$ cat config.mk
export PLATFORM = sky130hd
export DESIGN_NAME = qarma_lfsr_stepper
export DESIGN_NICKNAME = d
export VERILOG_FILES = /design/src/rtl/qarma_lfsr_stepper.sv
export SDC_FILE = /design/constraint.sdc
export NUM_CORES = 1
export LEC_CHECK = 0
export CORE_MARGIN = 2
export CORE_UTILIZATION = 44
export DETAILED_ROUTE_END_ITERATION = 12
export PLACE_DENSITY = 0.82
export SYNTH_ARGS = -nofsm -noshare
export SYNTH_HDL_FRONTEND = slang
export SYNTH_SLANG_ARGS = --single-unit
$ cat constraint.sdc
create_clock -name clk -period 5.3 [get_ports clk]
set_clock_uncertainty 0.2 [all_clocks]
set_input_delay 0.795 -clock clk [delete_from_list [all_inputs] [get_ports clk]]
set_output_delay 0.795 -clock clk [all_outputs]
set_load 0.01 [all_outputs]
$ cat src/rtl/qarma_lfsr_stepper.sv
// Multi-step bidirectional cell-LFSR engine for the QARMA tweak schedule.
// Applies in_steps forward or inverse LFSR updates (one per clock) to the masked cells.
module qarma_lfsr_stepper #(
    parameter int                 CELL_W    = 8,
    parameter int                 NCELLS    = 16,
    parameter logic [NCELLS-1:0]  CELL_MASK = 16'h291B,
    parameter int                 TAP       = 2,
    parameter int                 CNT_W     = 4
) (
    input  logic                       clk,
    input  logic                       rst,
    input  logic                       in_valid,
    output logic                       in_ready,
    input  logic [NCELLS*CELL_W-1:0]   in_data,
    input  logic [CNT_W-1:0]           in_steps,
    input  logic                       in_inv,
    output logic                       out_valid,
    input  logic                       out_ready,
    output logic [NCELLS*CELL_W-1:0]   out_data,
    output logic                       busy
);

    localparam int W = NCELLS * CELL_W;

    typedef enum logic [1:0] {
        IDLE = 2'd0,
        RUN  = 2'd1,
        DONE = 2'd2
    } state_t;

    state_t               state_r, state_s;
    logic [W-1:0]         data_r, data_s;
    logic [CNT_W-1:0]     cnt_r, cnt_s;
    logic                 inv_r, inv_s;
    logic                 in_ready_s;

    // One LFSR update on every masked cell; cell 0 sits in the most significant bits.
    function automatic logic [W-1:0] lfsr_step(input logic [W-1:0] d, input logic inv);
        logic [W-1:0]      r;
        logic [CELL_W-1:0] x;
        r = d;
        for (int i = 0; i < NCELLS; i++) begin
            x = d[(NCELLS-1-i)*CELL_W +: CELL_W];
            if (CELL_MASK[i]) begin
                if (inv) begin
                    r[(NCELLS-1-i)*CELL_W +: CELL_W] = {x[CELL_W-2:0], x[CELL_W-1] ^ x[TAP-1]};
                end else begin
                    r[(NCELLS-1-i)*CELL_W +: CELL_W] = {x[0] ^ x[TAP], x[CELL_W-1:1]};
                end
            end else begin
                r[(NCELLS-1-i)*CELL_W +: CELL_W] = x;
            end
        end
        return r;
    endfunction

    assign in_ready_s = (state_r == IDLE) | ((state_r == DONE) & out_ready);
    assign in_ready   = in_ready_s;
    assign out_valid  = (state_r == DONE);
    assign busy       = (state_r == RUN);
    assign out_data   = data_r;

    // Next-state logic; DONE with out_ready reloads directly so back-to-back requests see no bubble.
    always_comb begin
        state_s = state_r;
        data_s  = data_r;
        cnt_s   = cnt_r;
        inv_s   = inv_r;
        case (state_r)
            IDLE, DONE: begin
                if (in_valid && in_ready_s) begin
                    data_s  = in_data;
                    inv_s   = in_inv;
                    cnt_s   = in_steps;
                    state_s = (in_steps != {CNT_W{1'b0}}) ? RUN : DONE;
                end else if (state_r == DONE && out_ready) begin
                    state_s = IDLE;
                end else begin
                    state_s = state_r;
                end
            end
            RUN: begin
                data_s = lfsr_step(data_r, inv_r);
                cnt_s  = cnt_r - CNT_W'(1);
                if (cnt_r == CNT_W'(1)) begin
                    state_s = DONE;
                end else begin
                    state_s = RUN;
                end
            end
            default: begin
                state_s = IDLE;
            end
        endcase
    end

    // State and datapath registers; reset discards any in-flight request.
    always_ff @(posedge clk or posedge rst) begin
        if (rst) begin
            state_r <= IDLE;
            data_r  <= {W{1'b0}};
            cnt_r   <= {CNT_W{1'b0}};
            inv_r   <= 1'b0;
        end else begin
            state_r <= state_s;
            data_r  <= data_s;
            cnt_r   <= cnt_s;
            inv_r   <= inv_s;
        end
    end

endmodule

==> results of run 1 <==
routing by layer:
metal	routed length, um	GRT usage (%)	share of wire, %	vias to the layer above
li1	-	-	-	2485
met1	8210	31.2	41	2730
met2	10000	41.3	51	229
met3	1200	6.88	6.1	27
met4	364	7.82	1.8	0
met5	0	0	0	-
logic make-up after synthesis:
logic type / synth area share (%)
AO/OA/AOI/OAI: 13.8
XOR/XNOR: 1.87
AND/OR/NAND/NOR: 7.07
multiplexers: 20.2
buffers and inverters: 5.12
flip-flops: 51.6
adder cells (fa/ha/maj): 0.382
through the flow:
step	total power [mW]	area, um2
floorplan	3.72	6550
global placement	5.03	9180
detailed placement	5.18	9180
CTS	6.41	9770
global route	6.73	9770
finish	6.37	9770
final cells by class:
type	count	area [um2]	share of cell area [%]
inverter	5	23.8	0.243
timing repair buffer	270	2700	27.6
clock buffer	22	474	4.85
clock inverter	10	120	1.23
sequential	135	3380	34.6
multi-input combinational	341	2850	29.2
tap	184	230	2.36
registers in the layout, summed over array words and instances (netlist names):
signal / cells
state_r: 2
cnt_r: 4
inv_r: 1
out_data: 128
final timing paths:
check                             start           end  slack, ns  cells after the start
max                          state_r[0]          busy       1.52                      3
min                        out_data[74]  out_data[74]       0.30                      1
max reg2reg                  state_r[0]   out_data[3]       2.42                      3
min reg2reg                out_data[74]  out_data[74]       0.30                      1
max in group asynchronous           rst         inv_r       3.12                      3
min in group asynchronous           rst  out_data[75]       0.79                      2
cell usage in the layout (no fill, tap or decap), types with 2 or more instances in the layout:
cell	n
and3_1	3
o211ai_1	108
a22oi_1	2
clkinv_2	2
nor3_1	2
nand2b_4	2
clkbuf_1	2
ha_1	2
dfrtp_1	134
buf_4	3
xnor2_1	3
nand2_1	9
a211oi_1	2
clkbuf_8	3
inv_6	3
clkinv_4	2
clkdlybuf4s50_1	267
a221o_1	5
bufinv_16	2
clkinvlp_4	2
mux2_2	73
xor2_1	11
nor3b_1	2
nand2b_1	2
inv_1	4
mux2i_1	50
nand3_1	54
clkbuf_16	17
power breakdown:
| group | internal (mW) | switching, mW | total [mW] |
|---|---|---|---|
| combinational | 1.74 | 1.34 | 3.08 |
| sequential | 1.57 | 0.532 | 2.10 |
| clock | 0.733 | 0.458 | 1.19 |
==> results_dict.tcl, run 1 <==
set metrics [dict create \
    hpwlAfterDp_mm 13.2 \
    place_inst 935 \
    synth_cell_type_count 32 \
    drt_pass1_iterations 4 \
    ys_warn_count 0 \
    path_class "flip-flop to primary output" \
    peakVddDrop_mv 0.507 \
    drtIter0Drc 479 \
    tritoncts "done" \
    rows 44 \
    setup.worst_path.start_class "flip-flop" \
    hold_ws_ns 0.305 \
    final_util_pct 67.2 \
    dieWidth_um 126 \
    required_ns 4.30 \
    cts_resized 0 \
    antenna_found_initial 0 \
    crit_chain "nand2b_4, inv_1, clkdlybuf4s50_1" \
    p_leak_nw 3.90 \
    rsz0062_at_grt "false" \
    final-setup-viol-count 0 \
    finalNetCount 909 \
    yosysMostFrequentCell "dfrtp_1" \
    relSlewSlack_pct 15.7 \
    path_clk_slew_ns 0.06 \
    slowest_delay_ns 0.63 \
    crit_slowest_cell "nand2b_4" \
    cts-root-buf "clkbuf_16" \
    grt_pass1_wl_mm 31.3 \
    io_pins 268 \
    setup_ws_ns 1.52 \
    crit_fanout 111 \
    ys_seq_area_share_pct 51.6 \
    core_area_um2 14500 \
    async_flop_share_pct 100 \
    track_usage_pct 24.7 \
    grt_remaining_overflow 0 \
    crit_arrival_ns 2.78 \
    numCtsBuffers 17 \
    port-buffer-count 267 \
    period_share_pct 71.3 \
    synthCells 531 \
    power.density_nw_per_um2 652 \
    hold_path_class "flip-flop to flip-flop" \
    synth_area_um2 6550 \
    cts-hold-fix-buffers 0 \
    drive_gt1_share_pct 14.7 \
    finalNonFillerCells 967 \
    insertion_delay_ns 0.42 \
    slew_viol_final 0 \
    netlist.area_leader.share_pct 51.6 \
    dp_slack_ns 1.58 \
    endpoint_kind "primary output" \
    tightestPinTransition_ns 1.26 \
    synth_area_per_cell_um2 12.3 \
    chipHeight_um 126 \
    synth-edff-count 0 \
    synth_top_cells_by_count "dfrtp_1, o211ai_1, mux2_2, nand3_1, mux2i_1" \
    drcViolationCount 0 \
    maxCapViolCount 0 \
    routabilityCongestion 0.793 \
    die_area_um2 15900 \
    cts_setup_buffers 0 \
    min_period_ns 3.78 \
    status "finished, final reports clean" \
    syn-num-nets 670 \
    grt_pass1_vias 5679 \
    cts_buffer_depth 2 \
    synthTopCellsByArea "dfrtp_1, mux2_2, o211ai_1" \
    tns_ns 0 \
    htree_num_levels 4 \
    start_util_pct 45.1 \
    timing.fmax_mhz 265 \
    yosysTopAreaCell "dfrtp_1" \
    viasPerCell 5.66 \
    critPathBufInv 2 \
    nFillCells 1079 \
    wl_per_cell_um 20.5 \
    path_delay_family "buffers and inverters" \
    synthFlopType "dfrtp_1" \
    syn2layout_area_growth_pct 49.1 \
    ys_ff_latch 135 \
    clock-sinks 135 \
    diodes 0 \
    hold_viol_final 0 \
    num_vias 5471 \
    routed_wl_mm 19.8 \
    grt_max_degree 112 \
    detail-route-antenna-nets 0 \
]
(Power assumes the default switching activity.)
==> inputs of run 2 (changes only) <==
CORE_UTILIZATION = 39   (was 44)
PLACE_DENSITY = 0.77   (was 0.82)
clock period = 3.2 ns   (was 5.3 ns; I/O delays follow)
==> results_dict.tcl, run 2 (synthesized netlist as in run 1, its figures left out) <==
set metrics [dict create \
    status "finished, final reports clean" \
    hpwlAfterDp_mm 14.2 \
    largest_reg_flops 128 \
    drtIter0Drc 335 \
    crit_slowest_cell "clkdlybuf4s50_1" \
    power.density_nw_per_um2 1070 \
    core_area_um2 16500 \
    wl_per_cell_um 19.9 \
    peakVddDrop_mv 0.677 \
    grt_pass1_wl_mm 32.0 \
    rsz0062_at_grt "false" \
    rows 47 \
    drcViolationCount 0 \
    crit_arrival_ns 1.95 \
    stdcell_area_um2 9970 \
    die_area_um2 17900 \
    drive_gt1_share_pct 15.9 \
    io_pins 268 \
    htree_num_levels 4 \
    required_ns 2.52 \
    grt_pass1_vias 5839 \
    maxCapViolCount 0 \
    start_util_pct 39.7 \
    r2r_end "out_data[119]" \
    endpoint_kind "primary output" \
    min_period_ns 2.63 \
    cts_buffer_depth 2 \
    cp_common_cell "clkdlybuf4s50_1" \
    cts-root-buf "clkbuf_16" \
    detail-route-antenna-nets 0 \
    power.total_mw 10.6 \
    r2r_slack_ns 0.97 \
    placed_area_um2 9370 \
    crit_chain "clkdlybuf4s50_1, and2b_4, nor2_1, clkdlybuf4s50_1" \
    clock-sinks 135 \
    drt_pass1_iterations 6 \
    grt_max_degree 111 \
    track_usage_pct 22.7 \
    grt_remaining_overflow 0 \
    tightestPinTransition_ns 1.08 \
    path_class "primary input to primary output" \
    cts-hold-fix-buffers 0 \
    insertion_delay_ns 0.41 \
    nFillCells 1272 \
    hold_viol_final 0 \
    relSlewSlack_pct 28.1 \
    final_cell_mix "clkdlybuf4s50_1, dfrtp_1, o211ai_1" \
    slew_viol_final 0 \
    routed_wl_mm 20.2 \
    setup.worst_path.start_class "primary input" \
    ff2ff_path_depth 4 \
    num_vias 5516 \
    path_clk_slew_ns 0.06 \
    p_leak_nw 3.97 \
    syn2layout_area_growth_pct 52.1 \
    antenna_found_initial 0 \
    finalNetCount 921 \
    timing.fmax_mhz 380 \
    chipHeight_um 134 \
    dieWidth_um 134 \
    final_common_cell "clkdlybuf4s50_1" \
    final-setup-viol-count 0 \
    tritoncts "done" \
    hold_path_class "primary input to asynchronous set/reset pin" \
    crit_fanout 4 \
    diodes 0 \
    slowest_delay_ns 0.58 \
    numCtsBuffers 17 \
    tns_ns 0 \
    period_share_pct 82.2 \
    cts_resized 0 \
    cts_setup_buffers 0 \
    port-buffer-count 267 \
    routabilityCongestion 0.792 \
    r2r_start "state_r[0]" \
    viasPerCell 5.45 \
]
[run 2: changes by cell type in the layout (fill, tap and decap cells not counted)]
cell,delta
clkbuf_1,-1
clkbuf_8,-2
clkinvlp_4,+2
clkinv_4,+2
inv_6,-3
clkinv_2,-1
buf_4,+7
bufinv_16,+1
buf_12,+5
[run 2: routing by layer]
metal | global-route usage, % | part of all wire (%) | routed length (um)
met5 | 0 | 0 | 0
met2 | 37.0 | 50 | 10100
met1 | 28.8 | 40 | 8160
met4 | 9.93 | 3.2 | 650
met3 | 5.78 | 6.4 | 1290
[run 2: layout make-up]
| class | instances | area (um2) | share of cell area, % |
|---|---|---|---|
| Tap cell | 220 | 275 | 2.76 |
| Timing Repair Buffer | 282 | 2850 | 28.6 |
| Multi-Input combinational cell | 341 | 2850 | 28.6 |
| Clock inverter | 11 | 153 | 1.53 |
| Clock buffer | 19 | 443 | 4.44 |
| Sequential cell | 135 | 3380 | 33.9 |
| Inverter | 5 | 22.5 | 0.226 |
[run 2: worst max-delay path by stage]
stage	startpoint	end	slack [ns]	depth (start not counted)
floorplan	rst	cnt_r[0]	0.84	1
global placement	out_ready	in_ready	0.61	4
detailed placement	out_ready	in_ready	0.59	4
CTS	out_ready	in_ready	0.57	4
global route	out_ready	in_ready	0.53	4
finish	out_ready	in_ready	0.57	4
[run 2: worst max-delay path, delay by kind of cell]
kind | cells | cell delay [ns]
buf+inv | 2 | 1.07
simple gates | 2 | 0.40
[run 2: report_power, final]
group | switching (mW) | leakage [nW] | internal (mW) | total [mW]
Combinational | 2.30 | 2.08 | 2.94 | 5.24
Clock | 0.743 | 0.281 | 1.24 | 1.98
Sequential | 0.829 | 1.61 | 2.60 | 3.43
Total | 3.87 | 3.97 | 6.78 | 10.6
[run 2: through the flow]
step	util [%]	std cells	hold slack, ns	worst slack, ns
floorplan	-	531	0.325	0.841
global placement	56.7	983	0.290	0.614
detailed placement	56.7	983	0.296	0.587
CTS	60.3	1013	0.273	0.570
global route	60.3	1013	0.307	0.532
finish	60.3	1013	0.267	0.571
